$ cat src/rtl/uart_receiver_if.sv
// Receiver-side signal bundle: serial line, FIFO pop, FIFO head and status/error pulses.
interface uart_receiver_if #(
  parameter int unsigned DBIT = 8
);
  logic            rx;
  logic            rd_uart;
  logic [DBIT-1:0] r_data;
  logic            rx_empty;
  logic            rx_full;
  logic            frame_err;
  logic            overrun;
  logic            parity_err;

  modport master (
    output rx, rd_uart,
    input  r_data, rx_empty, rx_full, frame_err, overrun, parity_err
  );

  modport slave (
    input  rx, rd_uart,
    output r_data, rx_empty, rx_full, frame_err, overrun, parity_err
  );
endinterface

$ cat src/rtl/uart_receiver.sv
// 16x oversampling UART receiver with FWFT FIFO; define UART_RX_PARITY_EN for one even-parity bit.
module uart_receiver #(
  parameter int unsigned DBIT     = 8,
  parameter int unsigned SB_TICK  = 16,
  parameter int unsigned DVSR     = 326,
  parameter int unsigned DVSR_BIT = 9,
  parameter int unsigned FIFO_W   = 2
) (
  input  logic           clk,
  input  logic           rst,
  uart_receiver_if.slave bus
);
  localparam int unsigned NW    = (DBIT > 1) ? $clog2(DBIT) : 1;
  localparam int unsigned Depth = 2 ** FIFO_W;

`ifdef UART_RX_PARITY_EN
  typedef enum logic [2:0] {StIdle, StStart, StData, StParity, StStop} state_e;
`else
  typedef enum logic [2:0] {StIdle, StStart, StData, StStop} state_e;
`endif

  logic rx_meta_q, rx_s_q;
  always_ff @(posedge clk) begin
    if (!rst) begin
      rx_meta_q <= 1'b1;
      rx_s_q    <= 1'b1;
    end else begin
      rx_meta_q <= bus.rx;
      rx_s_q    <= rx_meta_q;
    end
  end

  logic [DVSR_BIT-1:0] cnt_q, cnt_d;
  logic                tick;
  assign tick  = (cnt_q == DVSR_BIT'(DVSR - 1));
  assign cnt_d = tick ? '0 : cnt_q + 1'b1;

  state_e          state_q, state_d;
  logic [3:0]      s_q, s_d;
  logic [NW-1:0]   n_q, n_d;
  logic [DBIT-1:0] b_q, b_d;
  logic            frame_err_q, frame_err_d;
  logic            overrun_q, overrun_d;
  logic            push;
  logic            full_q, full_d, empty_q, empty_d;
`ifdef UART_RX_PARITY_EN
  logic            par_err_q, par_err_d;
  logic            parity_err_q, parity_err_d;
`endif

  always_comb begin
    state_d     = state_q;
    s_d         = s_q;
    n_d         = n_q;
    b_d         = b_q;
    frame_err_d = 1'b0;
    overrun_d   = 1'b0;
    push        = 1'b0;
`ifdef UART_RX_PARITY_EN
    par_err_d    = par_err_q;
    parity_err_d = 1'b0;
`endif
    unique case (state_q)
      StIdle: begin
`ifdef UART_RX_PARITY_EN
        par_err_d = 1'b0;
`endif
        if (!rx_s_q) begin
          state_d = StStart;
          s_d     = '0;
        end
      end
      StStart: if (tick) begin
        if (s_q == 4'd7) begin
          // A start bit that is no longer low at mid-bit is a glitch.
          if (!rx_s_q) begin
            state_d = StData;
            s_d     = '0;
            n_d     = '0;
          end else begin
            state_d = StIdle;
          end
        end else begin
          s_d = s_q + 4'd1;
        end
      end
      StData: if (tick) begin
        if (s_q == 4'd15) begin
          b_d = {rx_s_q, b_q[DBIT-1:1]};
          s_d = '0;
          if (n_q == NW'(DBIT - 1)) begin
`ifdef UART_RX_PARITY_EN
            state_d = StParity;
`else
            state_d = StStop;
`endif
          end else begin
            n_d = n_q + 1'b1;
          end
        end else begin
          s_d = s_q + 4'd1;
        end
      end
`ifdef UART_RX_PARITY_EN
      StParity: if (tick) begin
        if (s_q == 4'd15) begin
          par_err_d = rx_s_q ^ (^b_q);
          s_d       = '0;
          state_d   = StStop;
        end else begin
          s_d = s_q + 4'd1;
        end
      end
`endif
      StStop: if (tick) begin
        if (s_q == 4'(SB_TICK - 1)) begin
          state_d = StIdle;
          // One error per frame: framing beats parity beats overrun.
          if (!rx_s_q) begin
            frame_err_d = 1'b1;
`ifdef UART_RX_PARITY_EN
          end else if (par_err_q) begin
            parity_err_d = 1'b1;
`endif
          end else if (full_q) begin
            overrun_d = 1'b1;
          end else begin
            push = 1'b1;
          end
        end else begin
          s_d = s_q + 4'd1;
        end
      end
      default: state_d = StIdle;
    endcase
  end

  always_ff @(posedge clk) begin
    if (!rst) begin
      cnt_q        <= '0;
      state_q      <= StIdle;
      s_q          <= '0;
      n_q          <= '0;
      b_q          <= '0;
      frame_err_q  <= 1'b0;
      overrun_q    <= 1'b0;
`ifdef UART_RX_PARITY_EN
      par_err_q    <= 1'b0;
      parity_err_q <= 1'b0;
`endif
    end else begin
      cnt_q        <= cnt_d;
      state_q      <= state_d;
      s_q          <= s_d;
      n_q          <= n_d;
      b_q          <= b_d;
      frame_err_q  <= frame_err_d;
      overrun_q    <= overrun_d;
`ifdef UART_RX_PARITY_EN
      par_err_q    <= par_err_d;
      parity_err_q <= parity_err_d;
`endif
    end
  end

  logic [DBIT-1:0]   mem_q [Depth];
  logic [FIFO_W-1:0] wptr_q, wptr_d, rptr_q, rptr_d, wptr_succ, rptr_succ;
  logic              rd_en;

  assign rd_en     = bus.rd_uart & ~empty_q;
  assign wptr_succ = wptr_q + 1'b1;
  assign rptr_succ = rptr_q + 1'b1;

  always_comb begin
    wptr_d  = wptr_q;
    rptr_d  = rptr_q;
    full_d  = full_q;
    empty_d = empty_q;
    case ({push, rd_en})
      2'b01: begin
        rptr_d  = rptr_succ;
        full_d  = 1'b0;
        empty_d = (rptr_succ == wptr_q);
      end
      2'b10: begin
        wptr_d  = wptr_succ;
        empty_d = 1'b0;
        full_d  = (wptr_succ == rptr_q);
      end
      2'b11: begin
        wptr_d = wptr_succ;
        rptr_d = rptr_succ;
      end
      default: ;
    endcase
  end

  always_ff @(posedge clk) begin
    if (!rst) begin
      wptr_q  <= '0;
      rptr_q  <= '0;
      full_q  <= 1'b0;
      empty_q <= 1'b1;
    end else begin
      wptr_q  <= wptr_d;
      rptr_q  <= rptr_d;
      full_q  <= full_d;
      empty_q <= empty_d;
    end
  end

  always_ff @(posedge clk) begin
    if (push) mem_q[wptr_q] <= b_q;
  end

  assign bus.r_data    = empty_q ? '0 : mem_q[rptr_q];
  assign bus.rx_empty  = empty_q;
  assign bus.rx_full   = full_q;
  assign bus.frame_err = frame_err_q;
  assign bus.overrun   = overrun_q;
`ifdef UART_RX_PARITY_EN
  assign bus.parity_err = parity_err_q;
`else
  assign bus.parity_err = 1'b0;
`endif
endmodule
$ cat src/flat_wrapper.sv
// flat-port wrapper written by rule: the top's interface ports become plain ports
module uart_receiver_flat 
#(
  parameter int unsigned DBIT     = 8,
  parameter int unsigned SB_TICK  = 16,
  parameter int unsigned DVSR     = 326,
  parameter int unsigned DVSR_BIT = 9,
  parameter int unsigned FIFO_W   = 2
)
  (clk, rst, bus_rx, bus_rd_uart, bus_r_data, bus_rx_empty, bus_rx_full, bus_frame_err, bus_overrun, bus_parity_err);
  uart_receiver_if #(.DBIT(DBIT)) bus_i ();
  input  logic clk;
  input  logic rst;
  input wire logic [$bits(bus_i.rx)-1:0] bus_rx;
  input wire logic [$bits(bus_i.rd_uart)-1:0] bus_rd_uart;
  output wire logic [$bits(bus_i.r_data)-1:0] bus_r_data;
  output wire logic [$bits(bus_i.rx_empty)-1:0] bus_rx_empty;
  output wire logic [$bits(bus_i.rx_full)-1:0] bus_rx_full;
  output wire logic [$bits(bus_i.frame_err)-1:0] bus_frame_err;
  output wire logic [$bits(bus_i.overrun)-1:0] bus_overrun;
  output wire logic [$bits(bus_i.parity_err)-1:0] bus_parity_err;
  assign bus_i.rx = bus_rx;
  assign bus_i.rd_uart = bus_rd_uart;
  assign bus_r_data = bus_i.r_data;
  assign bus_rx_empty = bus_i.rx_empty;
  assign bus_rx_full = bus_i.rx_full;
  assign bus_frame_err = bus_i.frame_err;
  assign bus_overrun = bus_i.overrun;
  assign bus_parity_err = bus_i.parity_err;
  uart_receiver #(.DBIT(DBIT), .SB_TICK(SB_TICK), .DVSR(DVSR), .DVSR_BIT(DVSR_BIT), .FIFO_W(FIFO_W)) u_core (.clk(clk), .rst(rst), .bus(bus_i));
endmodule
$ cat config.mk
export PLATFORM = sky130hd
export DESIGN_NAME = uart_receiver_flat
export DESIGN_NICKNAME = d
export VERILOG_FILES = /design/src/rtl/uart_receiver_if.sv /design/src/rtl/uart_receiver.sv /design/src/flat_wrapper.sv
export SDC_FILE = /design/constraint.sdc
export NUM_CORES = 1
export LEC_CHECK = 0
export BUFFER_PORTS_ARGS = -buffer_cell sky130_fd_sc_hd__buf_4
export CAP_MARGIN = 20
export CORE_UTILIZATION = 45
export DETAILED_ROUTE_END_ITERATION = 8
export PLACE_DENSITY = 0.63
export RECOVER_POWER = 100
export SKIP_CTS_REPAIR_TIMING = 1
export SYNTH_ARGS = -nofsm -noshare
export SYNTH_HDL_FRONTEND = slang
export SYNTH_SLANG_ARGS = --single-unit
$ cat constraint.sdc
create_clock -name clk -period 2.5 [get_ports clk]
set_input_delay 0.25 -clock clk [delete_from_list [all_inputs] [get_ports clk]]
set_output_delay 0.25 -clock clk [all_outputs]
set_load 0.03 [all_outputs]
Yosys cells after proc, flatten, opt, wreduce, memory -nomap -nowiden
Memories as Yosys holds them, arrays and structs flattened. A register that Yosys moved wholly into a read port is not among the register bits. Index checks and enable logic that the tools add are counted.

$add $sub $neg: 5. Equality and inequality tests: 23. Muxes and demuxes: 39. Bitwise gates (word level): 3. Reductions and logical operators: 13.

Operators by type and width (number): two-way mux 3 bit (14); two-way mux 4 bit (7); case mux 4 bit (4 select lines) (1); inequality test 2 x 1 -> 1 bit (second input constant) (7); case mux 3 bit (4 select lines) (1); AND reduction 5 bit (2); adder 9 x 1 -> 9 bit (second input constant) (1); == test 9 bit (second input constant) (1); two-way mux 1 bit (9); two-way mux 8 bit (1); inequality test 2 bit (second input constant) (4); AND reduction 8 bit (1); AND reduction 7 bit (1); == test 3 x 2 -> 1 bit (second input constant) (2); two-way mux 2 bit (3); case mux 3 bit (2 select lines) (1); OR reduction 2 bit (3); adder 2 x 1 -> 2 bit (second input constant) (2); adder 4 x 1 -> 4 bit (second input constant) (1); == test 2 bit (2); == test 2 bit (second input constant) (2); == test 4 x 3 -> 1 bit (second input constant) (1); == test 4 bit (second input constant) (1); case mux 1 bit (2 select lines) (2); 11 further kinds (13).

Register bits after elaboration: 37. Memory bits (writable): 32. Input port bits: 4. Logic and storage cells: 97. Memories kept: 1.

Memory list: u_core.mem_q (words 4, bits a word 8, read ports 1, clocked after memory_dff 1, wr ports 1, RTL line uart_receiver.sv:166) `logic [DBIT-1:0] mem_q [Depth];`.

Longest topological paths before layout
Gate-level depths: netlist of the first run.

Depth in word-level cells: 9. Depth in mapped cells: 8. Depth with buffers taken out: 8.

Worst setup path before layout of the first run
Ideal clock, no wire load.

Kind: reg-to-reg. Start point: register u_core.cnt_q[5]. End point: register u_core.empty_q (netlist: u_core.bus.rx_empty). Library setup time: 0.106 ns. Arrival time: 2.032 ns. Required time: 2.394 ns. Slack: 0.362 ns. Cell stages (with the launch flop): 7. Period minus slack after synthesis: 2.138 ns. Cell sequence: dfxtp_1 or4b_1 buf_2 nor4_1 and2b_1 ha_1 o311ai_0.

Word-level cells in the longest chain between the ends: 5. Elaborated cells on any way between the ends: 7. Those cells by class: 3 x eq/ne; 3 x mux; 1 x reduce/logical.

Ends and longest elaborated chain: from (decl) (RTL line uart_receiver.sv:33) `logic [DVSR_BIT-1:0] cnt_q, cnt_d;`; from (signal assigned) (RTL line uart_receiver.sv:152) `cnt_q <= cnt_d;`; == test 9 bit (*) (RTL line uart_receiver.sv:35) `assign tick = (cnt_q == DVSR_BIT'(DVSR - 1));`; two-way mux 1 bit (*) (RTL line uart_receiver.sv:115) `StStop: if (tick) begin`; two-way mux 1 bit (*) (RTL line uart_receiver.sv:63) `unique case (state_q)`; == test 2 bit / == test 2 x 1 -> 1 bit (equally long branches) (RTL line uart_receiver.sv:179) `case ({push, rd_en})`; case mux 1 bit (2 select lines) / nonzero test 2 bit (equally long branches); to (signal assigned) (RTL line uart_receiver.sv:208) `empty_q <= empty_d;`; to (decl) (RTL line uart_receiver.sv:45) `logic full_q, full_d, empty_q, empty_d;`.

Mark *: on every way between the ends. The rest lies on a longest branch, timed or not. A chain may end at the register's enable or synchronous reset.

Worst setup path after layout of the first run
Start point: register u_core.cnt_q[4]. End point: memory u_core.mem_q[2][6] (enable).

Word-level cells in the longest chain between the ends: 5.

Ends and longest elaborated chain: == test 9 bit (RTL line uart_receiver.sv:35); two-way mux 1 bit (RTL line uart_receiver.sv:115); two-way mux 1 bit (RTL line uart_receiver.sv:63); two-way mux 1 bit (RTL line uart_receiver.sv:213) `if (push) mem_q[wptr_q] <= b_q;`; two-way mux 1 bit (implied by the code) (RTL line uart_receiver.sv:213); to (decl) (RTL line uart_receiver.sv:166).

Every way passes these cells.

==> results of run 1 <==
[path summary, 6_finish.rpt]
path	endpoint	startpoint	slack, ps	cells after the start
worst max-delay path	u_core.mem_q[2][6]	u_core.cnt_q[4]	250	4
worst min-delay path	u_core.rx_meta_q	bus_rx	100	2
worst max register to register	u_core.mem_q[2][6]	u_core.cnt_q[4]	250	4
worst min register to register	u_core.rx_s_q	u_core.rx_meta_q	440	1
[worst register-to-register path, delay by kind of cell, from the launching register on]
family	cells	cell delay (ps)
flops	1	350
simple gates	4	1560
[logic make-up (layout without fill, tap and decap cells)]
logic type,Yosys count,in the layout,share of synthesized area (%)
compound gates,21,21,5.543
xor+xnor,12,12,3.398
fa+ha+maj,15,15,6.068
buf+inv,17,45,2.225
flops,70,70,55.66
mux,23,23,10.68
other cells,1,1,0.1212
simple gates,97,97,16.30
[flip-flops by register name (all words and copies together), names as in the netlist, named ones only]
signal / flops
u_core.b_q: 8
u_core.bus.frame_err: 1
u_core.bus.overrun: 1
u_core.bus.rx_empty: 1
u_core.bus.rx_full: 1
u_core.cnt_q: 9
u_core.mem_q: 32
u_core.n_q: 3
u_core.rptr_q: 2
u_core.rx_meta_q: 1
u_core.rx_s_q: 1
u_core.s_q: 4
u_core.state_q: 2
u_core.wptr_q: 2
[synth_stat cells (all sizes together), types with 3 or more instances]
master and number:
a21oi 5, and2 4, clkbuf 7, dfxtp 38
edfxtp 32, ha 15, inv 7, mux2i 15
mux4 8, nand2 22, nand2b 4, nand3 8
nor2 27, nor2b 9, nor3 5, nor4 4
or3 3, xnor2 6, xor2 6
[layout make-up]
cell class / count / share of cell area, %
Timing Repair Buffer: 21 / 3.062
Sequential cell: 70 / 50.16
Clock inverter: 6 / 1.786
Multi-Input combinational cell: 169 / 37.59
Clock buffer: 10 / 3.719
Tap cell: 77 / 2.807
Inverter: 8 / 0.8750
[metrics by stage]
stage	instance area, sq um	total power, uW	cells
after global routing	3432	2365	361
final	3432	2257	361
after detailed placement	3308	1427	345
after global placement	3308	1427	345
after floorplan	3093	1388	256
after CTS	3497	2297	361
[power groups by stage]
stage	registers [uW]	logic, uW	clock network, uW
after floorplan	1230	156	0
final	1210	183	866
after CTS	1210	194	896
after global routing	1210	209	948
after global placement	1230	193	0
after detailed placement	1230	193	0
[metal layers]
metal / part of all wire (%) / track usage, % / vias to the layer above
met3: 3.8 / 5.837 / 7
met4: 1.4 / 6.471 / 0
met2: 46 / 23.87 / 33
li1: - / - / 964
met5: 0 / 0 / -
met1: 49 / 19.76 / 940
==> results.txt, run 1 <==
The run finished, with violations left. The final reports fail on design-rule violations. The HPWL after detailed placement is 3.639 mm.

In this run the cell area of the synthesized design comes to 3093 sq um. The logs give 2 for the clock tree buffer depth and 1290 sq um for the area used by multi-input combinational logic. The final worst-path cycle share came out at 89.97%. Synthesis handed over a netlist of 256 instances.

Detailed routing inserted a total of 1944 vias. TritonCTS built the clock tree. The most instantiated flip-flop cell in the synthesis netlist is sky130_fd_sc_hd__dfxtp_1. Final hold analysis gives a worst-case slack of 98.02 ps.

The logs give 444.6 MHz for the peak clock frequency supported by timing and 47.62% for the starting density of the core. Type of the worst setup path: register to register. The transition at the pin with the smallest max-transition slack is 933.3 ps, and the count of clock tree sinks is 70. Timing analysis after detailed placement gives a worst setup slack of 245.7 ps. Summed over all layers, the routed wires come to 5.212 mm. The weighted congestion reported at the end of routability-driven placement was 0.7888. In the final design database the tool counted 298 nets. Data on the critical path arrives at its endpoint at 2250 ps. The count of buffer and inverter cells on the critical path was 0; the highest net fanout along the worst path was 8.

Pin count of the biggest net entering global routing: 22. The insertion delay to the later sink of the worst-skew pair came out at 350 ps. The logs give 3 for the number of levels the H-tree was split into and 4 for the count of unresolved DRC violations after routing. For the number of core rows, the log shows 29. The tools report the number of hold violations in the final report as 0.

Summed over all instances, the cell type with the most area after synthesis is sky130_fd_sc_hd__edfxtp_1. Share of async-settable or async-resettable flops after synthesis: 0%. Walking the worst path, the cells encountered are or4b_1, nor4_1, and2b_1, and2_1. Setup repair after global routing left no endpoint under its margin. The tools report the number of different library cells in the post-synthesis netlist as 47. The endpoint required time on the critical path came out at 2500 ps. The min-delay analysis places its worst path in the category input port to register. The root cell of the clock tree was sky130_fd_sc_hd__clkbuf_8. Pin placement for this block handled 17 I/O pins. The average via count per standard cell was 5.385. The internal power of the cells totals 1726 uW. The clock period minus worst slack was 2249 ps; the first-pass GRT wire length was 8.452 mm.

The switching power is 530.7 uW, and the number of antenna violations at the first check in global routing is 0. Counting flops with a built-in enable in the synthesized netlist gives 32. The clock network burns 38.4% of the power. The clock-pin slew of the registers on the worst-case setup and hold paths is 80 ps. For this block, the initial DRC count from the detailed router was 64. The final number of max-transition violations is 0.

The synthesized design contains 70 register bits. The top cell type by area accounts for 31.07% of the synthesized area. The share of final-layout standard cells stronger than drive strength 1 is 12.68%. The library cell used most frequently in the layout, excluding fill and tap cells, is sky130_fd_sc_hd__dfxtp_1. The total negative slack for setup checks came out at 0 ps.

The floorplan step defined a die boundary enclosing 7209 sq um. For the total of max-cap violations, the log shows 0. Between clock sinks in the finished design, the worst skew comes to 11.83 ps.

The core area was 6495 sq um. Power spread over the standard cell area amounts to 657.6 nW/um^2. Compared with the post-synthesis result, the final layout area differs by 10.96%.

The via count of the first global-routing pass came out at 1818. The run gives 0 as the total grt overflow. In the layout the commonest cells are sky130_fd_sc_hd__dfxtp_1, sky130_fd_sc_hd__edfxtp_1, sky130_fd_sc_hd__nor2_1. The wire length per cell after detailed routing works out to 14.44 microns.

In this run the remaining antenna-violating nets after routing total 0. The relative slew slack was 37.78%. The run gives 0 as the diode insertion count for antenna repair. From left edge to right edge, the die measures 84.91 microns. Of the total power, combinational logic draws 8.1%. After layout, the worst setup slack is 250.7 ps. STA classifies the critical path startpoint as a register. On the critical path, the stage with the largest delay is an instance of sky130_fd_sc_hd__or4b_1. The number of iterations in the first detailed-routing pass was 6; the mean instance size in the synthesized netlist was 12.08 sq um. The tools report the number of fill cells as 576.

The total CTS buffers is 9, and the leakage power figure is 0.001194 uW. By area the synthesized netlist is led by sky130_fd_sc_hd__edfxtp_1, sky130_fd_sc_hd__dfxtp_1, sky130_fd_sc_hd__ha_1. On the critical path the largest part of the delay comes from simple AND/OR/NAND/NOR gates. The tools report the type of element capturing the critical path as a register. Post-synthesis sequential area ratio: 55.66%. Of the total power, the share spent switching nets is 23.51%.

Measured on the finished design, the core utilization comes to 52.84%. The largest stage delay on the critical path was 540 ps; the maximum resistive drop on vdd was 394.4 uV. Buffers placed on the I/O ports in this run total 15.

The die is 84.91 microns tall. The share of total power dissipated in sequential elements is 53.5%. The number of nets handed over by synthesis was 275. The run gives 1722 sq um as the sequential cell area in the final layout. Setup violations remaining at the end of the flow were counted as 0.

During synthesis, Yosys emitted a total of 0 warnings. Global routing used 15.50% of the available tracks across all layers.
Power figures use the tool's default switching activity.
==> inputs of run 2 (changes only) <==
--- a/config.mk
+++ b/config.mk
@@ -8,6 +8,7 @@
 export BUFFER_PORTS_ARGS = -buffer_cell sky130_fd_sc_hd__buf_4
 export CAP_MARGIN = 20
 export CORE_UTILIZATION = 45
+export CTS_BUF_LIST = sky130_fd_sc_hd__clkbuf_8
 export DETAILED_ROUTE_END_ITERATION = 8
 export PLACE_DENSITY = 0.63
 export RECOVER_POWER = 100
==> results.txt, run 2 (synthesis results as in run 1) <==
Count of buffer and inverter cells on the critical path: 0 (unchanged). The maximum resistive drop on vdd is 393.1 uV (-0.32%), and the met2 wire length is 2.380 mm (unchanged). The final wirelength was 5.211 mm (about the same); the number of nets in the final layout was 298 (unchanged).

The run gives 6495 sq um (unchanged) as the core area. Setup repair after global routing left no endpoint under its margin. For the final number of max-transition violations, the log shows 0 (unchanged). Instance count along the most critical hold path: 2 (unchanged). The number of iterations in the first detailed-routing pass is 6 (unchanged).

The total CTS buffers is 9 (unchanged), and the die boundary width is 84.91 microns (unchanged). The tools report the diode insertion count for antenna repair as 0 (unchanged). The run gives 2250 ps (about the same) as the data arrival time of the critical path. The run gives 245.7 ps (unchanged) as the setup slack after placement. The critical path is of the register to register type.

Total grt overflow: 0 (unchanged). For the worst setup margin, the log shows 250.7 ps (-0.001000 ps). The average via count per standard cell is 5.385 (unchanged). The highest routed metal layer is met4. For the count of clock tree sinks, the log shows 70 (unchanged).

The core utilization of the finished layout was 52.84% (unchanged); the total of max-cap violations was 0 (unchanged). Highest net fanout along the worst path: 8 (unchanged). The post-route met1 wirelength was 2.559 mm (about the same); the total via count after detailed routing was 1944 (unchanged). The final number of setup-violating endpoints was 0 (unchanged).

The area growth from synthesis to layout came out at 10.96% (unchanged). For the number of I/O pins, the log shows 17 (unchanged). The number of violations reported at the end of detailed-routing iteration 0 came out at 64 (unchanged). The final worst-path cycle share is 89.97% (about the same).

The signal on the critical path passes through or4b_1, nor4_1, and2b_1, and2_1. The run gives 15.50% (unchanged) as the total routing usage reported by global routing. The leakage power figure came out at 0.001198 uW (+0.35%). The tools report the clock tree buffer depth as 2 (unchanged).

The largest registers in the layout are u_core.mem_q x32, u_core.cnt_q x9, u_core.b_q x8. The tools report the total negative slack for setup checks as 0 ps (unchanged). For the estimated wirelength of the detail-placed design, the log shows 3.639 mm (unchanged). The largest stage delay on the critical path was 540 ps (about the same); the sequential cell area in the final layout was 1722 sq um (unchanged). The count of unresolved DRC violations after routing is 4 (unchanged). The root buffer cell chosen for the clock tree is sky130_fd_sc_hd__clkbuf_8. The endpoint required time on the critical path was 2500 ps (about the same); the starting density of the core was 47.62% (unchanged). TritonCTS built the clock tree. The library cells used most frequently in the layout, excluding fill and tap cells, are sky130_fd_sc_hd__dfxtp_1, sky130_fd_sc_hd__edfxtp_1, sky130_fd_sc_hd__nor2_1. The area used by multi-input combinational logic is 1290 sq um (unchanged), and the area enclosed by the die boundary is 7209 sq um (unchanged). For the count of nets left with antenna violations after detail routing, the log shows 0 (unchanged).

The most flop-heavy register was u_core.mem_q. The power per unit of standard cell area came out at 656.5 nW/um^2 (-0.17%). The number of hold violations in the final report came out at 0 (unchanged). The share of final-layout standard cells stronger than drive strength 1 works out to 12.68% (unchanged). Leading cell type in the layout, fill and taps excluded: sky130_fd_sc_hd__dfxtp_1. In this design, the largest share of critical-path delay is due to simple AND/OR/NAND/NOR gates. The tools report the number of levels the H-tree was split into as 3 (unchanged).

The number of core rows came out at 29 (unchanged). The run gives 37.77% (about the same) as the relative slew slack. The met3 routed wirelength is 197 microns (unchanged), and the number of cells on the worst reg-to-reg path is 4 (unchanged). The clock period minus worst slack came out at 2249 ps (+0.001000 ps). The port buffer count works out to 15 (unchanged).

The wire length per cell after detailed routing came out at 14.43 microns (about the same). The tools report the weighted congestion reported at the end of routability-driven placement as 0.7888 (unchanged). The worst setup path is captured at a register. The run gives 97.82 ps (-0.1951 ps) as the worst slack on hold paths. The run gives 350 ps (about the same) as the insertion delay to the later sink of the worst-skew pair.

The tools report the first-pass GRT wire length as 8.452 mm (unchanged). The run finished, with violations left. The transition at the pin with the smallest max-transition slack is 933.5 ps (+0.2514 ps). The final reports fail on design-rule violations.

The clock-pin slew of the registers on the worst-case setup and hold paths is 80 ps (about the same). The number of antenna violations at the first check in global routing is 0 (unchanged), and the setup skew after layout is 12.09 ps (+0.2644 ps). Pin count of the biggest net entering global routing: 22 (unchanged). For this design, the slowest cell found on the critical path is sky130_fd_sc_hd__or4b_1.

The via count of the first global-routing pass came out at 1818 (unchanged). The tools report the startpoint kind of the worst setup timing path as a register. The flip-flop count of the largest register after layout was 32 (unchanged). The logs give 576 (unchanged) for the number of fill cells and 444.6 MHz (unchanged) for the peak clock frequency supported by timing. The worst hold path belongs to the class input port to register.

The count of cell instances traversed by the critical path is 4 (unchanged), and the chip height is 84.91 microns (unchanged).
[run 2: changes by cell type in the layout (fill, tap and decap cells not counted), sizes merged]
cell	before	now
inv	8	9
clkbuf	25	24
[run 2: stage by stage]
step,instance area (sq um),total power [uW],instances
finish,3432,2253,361
global route,3432,2361,361
CTS,3497,2293,361
detailed placement,3308,1427,345
global placement,3308,1427,345
floorplan,3093,1388,256
[run 2: final timing paths]
kind | from | endpoint | slack (ps)
setup / recovery | u_core.cnt_q[4] | u_core.mem_q[2][6] | 250
hold / removal | bus_rx | u_core.rx_meta_q | 100
setup reg to reg | u_core.cnt_q[4] | u_core.mem_q[2][6] | 250
hold reg to reg | u_core.rx_meta_q | u_core.rx_s_q | 440
[run 2: metal layers]
metal  GRT usage, %  up-vias
li1               -      964
met1          19.76      940
met2          23.87       33
met3          5.837        7
met4          6.471        0
met5              0        -
[run 2: final cells by class]
type | count | share of cell area, %
Clock buffer | 9 | 3.609
Inverter | 8 | 0.8750
Sequential cell | 70 | 50.16
Clock inverter | 7 | 1.896
Multi-Input combinational cell | 169 | 37.59
Tap cell | 77 | 2.807
Timing Repair Buffer | 21 | 3.062
[run 2: report_power, final]
group	total, uW	internal (uW)	switching (uW)	leakage, uW
clock	862	455	407	0.000102
combinational	183	70.0	113	0.000492
sequential	1210	1200	10.7	0.000604
==> inputs of run 3 (changes only) <==
--- a/config.mk
+++ b/config.mk
@@ -5,6 +5,7 @@
 export SDC_FILE = /design/constraint.sdc
 export NUM_CORES = 1
 export LEC_CHECK = 0
+export ABC_AREA = 1
 export BUFFER_PORTS_ARGS = -buffer_cell sky130_fd_sc_hd__buf_4
 export CAP_MARGIN = 20
 export CORE_UTILIZATION = 45
==> results.txt, run 3 <==
The run finished with clean final reports. The port buffer count was 15 (unchanged). The routing usage on met2 was 29.51% (+5.6 points). The post-synthesis sequential area ratio was 53.69% (-2.0 points). The transition at the pin with the smallest max-transition slack is 621.6 ps (-312.0 ps).

Among the stages of the critical path, the cell type that occurs most often is sky130_fd_sc_hd__nand2_1. The share of final-layout standard cells stronger than drive strength 1 was 9.207% (-3.5 points). The logs give 2467 uW (+9.5%) for the overall power consumption and 0.8529 (+8.1%) for the weighted congestion reported at the end of routability-driven placement. The count of mapped cells out of synthesis came out at 365 (+43%). The logs give 0 (unchanged) for the final number of max-transition violations and 4.180 mm (+15%) for the estimated wirelength of the detail-placed design. The run gives 2150 ps (-100 ps) as the data arrival time of the critical path. Final cell count without fillers: 487 (+35%). The largest registers in the layout are u_core.mem_q x32, u_core.cnt_q x9, u_core.b_q x8. The run gives 0 (-4) as the count of unresolved DRC violations after routing.

For the total standard cell area after synthesis, the log shows 3207 sq um (+3.7%). Ranked by flip-flop count, first place goes to u_core.mem_q. The tools report the peak clock frequency supported by timing as 463.5 MHz (+4.3%). For the final wirelength, the log shows 5.846 mm (+12%). First-pass GRT wire length: 9.998 mm (+18%).

The tightest min-delay check is of the input port to register type. The count of clock tree sinks was 70 (unchanged). In this run the most critical hold path is launched from bus_rx.

The count of state elements after synthesis came out at 70 (unchanged). The most instantiated flip-flop cell in the synthesis netlist is sky130_fd_sc_hd__dfxtp_1. The endpoint required time on the critical path was 2490 ps (about the same). Number of iterations in the first detailed-routing pass: 4 (-2).

Walking the worst path, the cells encountered are ha_1, nand2_1, nor2_1, nand2_1, nor2_4, nand2_1, nor2_1, clkbuf_1. The relative slew slack came out at 58.56% (+21 points). The number of flops mapped to enable cells by yosys was 32 (unchanged). By area the synthesized netlist is led by sky130_fd_sc_hd__edfxtp_1, sky130_fd_sc_hd__dfxtp_1, sky130_fd_sc_hd__nor2_1. The fraction of synthesized cell area taken by the top area cell type was 29.96% (-1.1 points); the diode insertion count for antenna repair was 0 (unchanged). For the cell count after placement, the log shows 471 (+37%). The total routing usage reported by global routing is 17.59% (+2.1 points), and the via count of the first global-routing pass is 2220 (+22%). The met1 routing resource usage after global routing came out at 21.44% (+1.7 points).

The number of synthesis warnings was 0 (unchanged); the average via count per standard cell was 4.860 (-9.7%). The clock tree buffer depth is 2 (unchanged), and the clock period minus worst slack is 2158 ps (-91.76 ps). The critical path is of the register to register type. The pin count of the biggest net entering global routing is 19 (-14%), and the number of antenna violations at the first check in global routing is 0 (unchanged). The highest net fanout along the worst path came out at 11 (+3).

Leaving out fill and tap cells, the most frequent cell in the layout is sky130_fd_sc_hd__nor2_1. For the number of different library cells in the post-synthesis netlist, the log shows 34 (-28%). The total CTS buffers was 9 (unchanged); the final worst-path cycle share was 86.30% (-3.7 points).

The number of nets in the final layout is 405 (+36%). For this design, the slowest cell found on the critical path is sky130_fd_sc_hd__dfxtp_1. The worst setup path is launched from a register. The mean instance size in the synthesized netlist was 8.786 sq um (-27%); the area after detailed placement was 3426 sq um (+3.6%).

The global routing stage identified its most utilized layer as met2. Origin of the worst setup path: u_core.cnt_q[0]. The tools report the number of violations reported at the end of detailed-routing iteration 0 as 78 (+22%).

The root cell of the clock tree was sky130_fd_sc_hd__clkbuf_8. The top cell type by total area after synthesis is sky130_fd_sc_hd__edfxtp_1. The number of levels the H-tree was split into came out at 3 (unchanged). The library cells used most frequently in the layout, excluding fill and tap cells, are sky130_fd_sc_hd__nor2_1, sky130_fd_sc_hd__nand2_1, sky130_fd_sc_hd__dfxtp_1. The met3 capacity usage during global routing was 2.857% (-3.0 points). The count of buffer and inverter cells on the critical path was 1 (+1). The die boundary width works out to 86.42 microns (+1.8%). The logs give 331.6 uV (-16%) for the maximum resistive drop on vdd and 0 (unchanged) for the count of nets left with antenna violations after detail routing. The flip-flop count of the largest register after layout was 32 (unchanged).

The final design instance area without fill is 3577 sq um (+4.2%), and the core area is 6832 sq um (+5.2%). In this design, the largest share of critical-path delay is due to simple AND/OR/NAND/NOR gates. In this run the critical register-to-register path is launched from u_core.cnt_q[0].

The area growth from synthesis to layout is 11.55%. The run gives 384 (+40%) as the number of nets in the synthesized netlist. The cell with the most instances after synthesis is sky130_fd_sc_hd__nor2_1. The clock-pin slew of the registers on the worst-case setup and hold paths is 70 ps (about the same), and the setup skew after layout is 12.01 ps (-0.08890 ps). Insertion delay to the later sink of the worst-skew pair: 350 ps (about the same). TritonCTS built the clock tree. The worst setup path is captured at a register. The tools report the starting density of the core as 46.94% (-0.68 points). The chip height is 86.42 microns (+1.8%), and the total grt overflow is 0 (unchanged). The logs give 2367 (+22%) for the total via count after detailed routing and 0 (unchanged) for the final number of setup-violating endpoints. Power per unit of standard cell area: 689.5 nW/um^2 (+5.0%). For the area enclosed by the die boundary, the log shows 7468 sq um (+3.6%). The number of hold violations in the final report is 0 (unchanged), and the wire length per cell after detailed routing is 12.00 microns (-17%). The total of max-cap violations came out at 0 (unchanged). The commonest cells after synthesis are sky130_fd_sc_hd__nor2_1, sky130_fd_sc_hd__nand2_1, sky130_fd_sc_hd__dfxtp_1. For the leakage power figure, the log shows 0.001412 uW (+18%). The number of core rows was 30 (+3.4%). Setup repair after global routing left no endpoint under its margin. The number of I/O pins was 17 (unchanged).

For the total negative slack for setup checks, the log shows 0 ps (unchanged). The largest stage delay on the critical path is 380 ps (-160 ps). The share of async-settable or async-resettable flops after synthesis came out at 0% (unchanged).
[run 3: logic make-up (layout without fill, tap and decap cells)]
family / Yosys count / count (layout) / share of synthesized area (%)
compound gates: 59 / 59 / 9.754
xor+xnor: 8 / 8 / 2.185
fa+ha+maj: 15 / 15 / 5.853
buf+inv: 49 / 75 / 6.281
flops: 70 / 70 / 53.69
other cells: 1 / 1 / 0.1169
simple gates: 163 / 163 / 22.12
[run 3: area by class of cell]
class,count,area (sq um)
fillers,663,3254
inverters,38,142.6
well taps,96,120.1
clock inverters,7,91.34
clock buffers,9,123.9
repair buffers,21,108.9
flip-flops and latches,70,1722
multi-input cells,246,1269
[run 3: metal layers]
layer | vias up | routed length [microns]
met3 | 13 | 189
li1 | 1242 | -
met1 | 1067 | 2721
met4 | 0 | 155
met5 | - | 0
met2 | 45 | 2780
[run 3: metrics by stage]
stage	setup WS [ps]	hold slack (ps)	utilization (%)
2_1_floorplan	629.1	356.6	-
3_3_place_gp	629.1	399.4	50.15
3_5_place_dp	550.7	401.2	50.15
4_1_cts	374.6	82.81	53.30
5_1_grt	138.0	78.22	52.36
6_report	342.5	96.16	52.36
[run 3: power breakdown]
part / leakage, uW / switching, uW / internal (uW)
Combinational: 0.000694 / 163 / 91.4
Sequential: 0.000604 / 21.4 / 1210
Clock: 0.000114 / 421 / 558
Total: 0.00141 / 605 / 1860
[run 3: path summary, 6_finish.rpt]
check	endpoint	slack, ps	cells after the start
min reg2reg	u_core.rx_s_q	420	1
max	u_core.mem_q[2][3]	340	8
max reg2reg	u_core.mem_q[2][3]	340	8
min	u_core.rx_meta_q	100	2
[run 3: worst reg2reg max path, cell delays in order, from the launching register on]
cell                       delay, ps
sky130_fd_sc_hd__dfxtp_1         380
sky130_fd_sc_hd__ha_1            160
sky130_fd_sc_hd__nand2_1          70
sky130_fd_sc_hd__nor2_1          110
sky130_fd_sc_hd__nand2_1         190
sky130_fd_sc_hd__nor2_4          260
sky130_fd_sc_hd__nand2_1         170
sky130_fd_sc_hd__nor2_1          120
sky130_fd_sc_hd__clkbuf_1        350
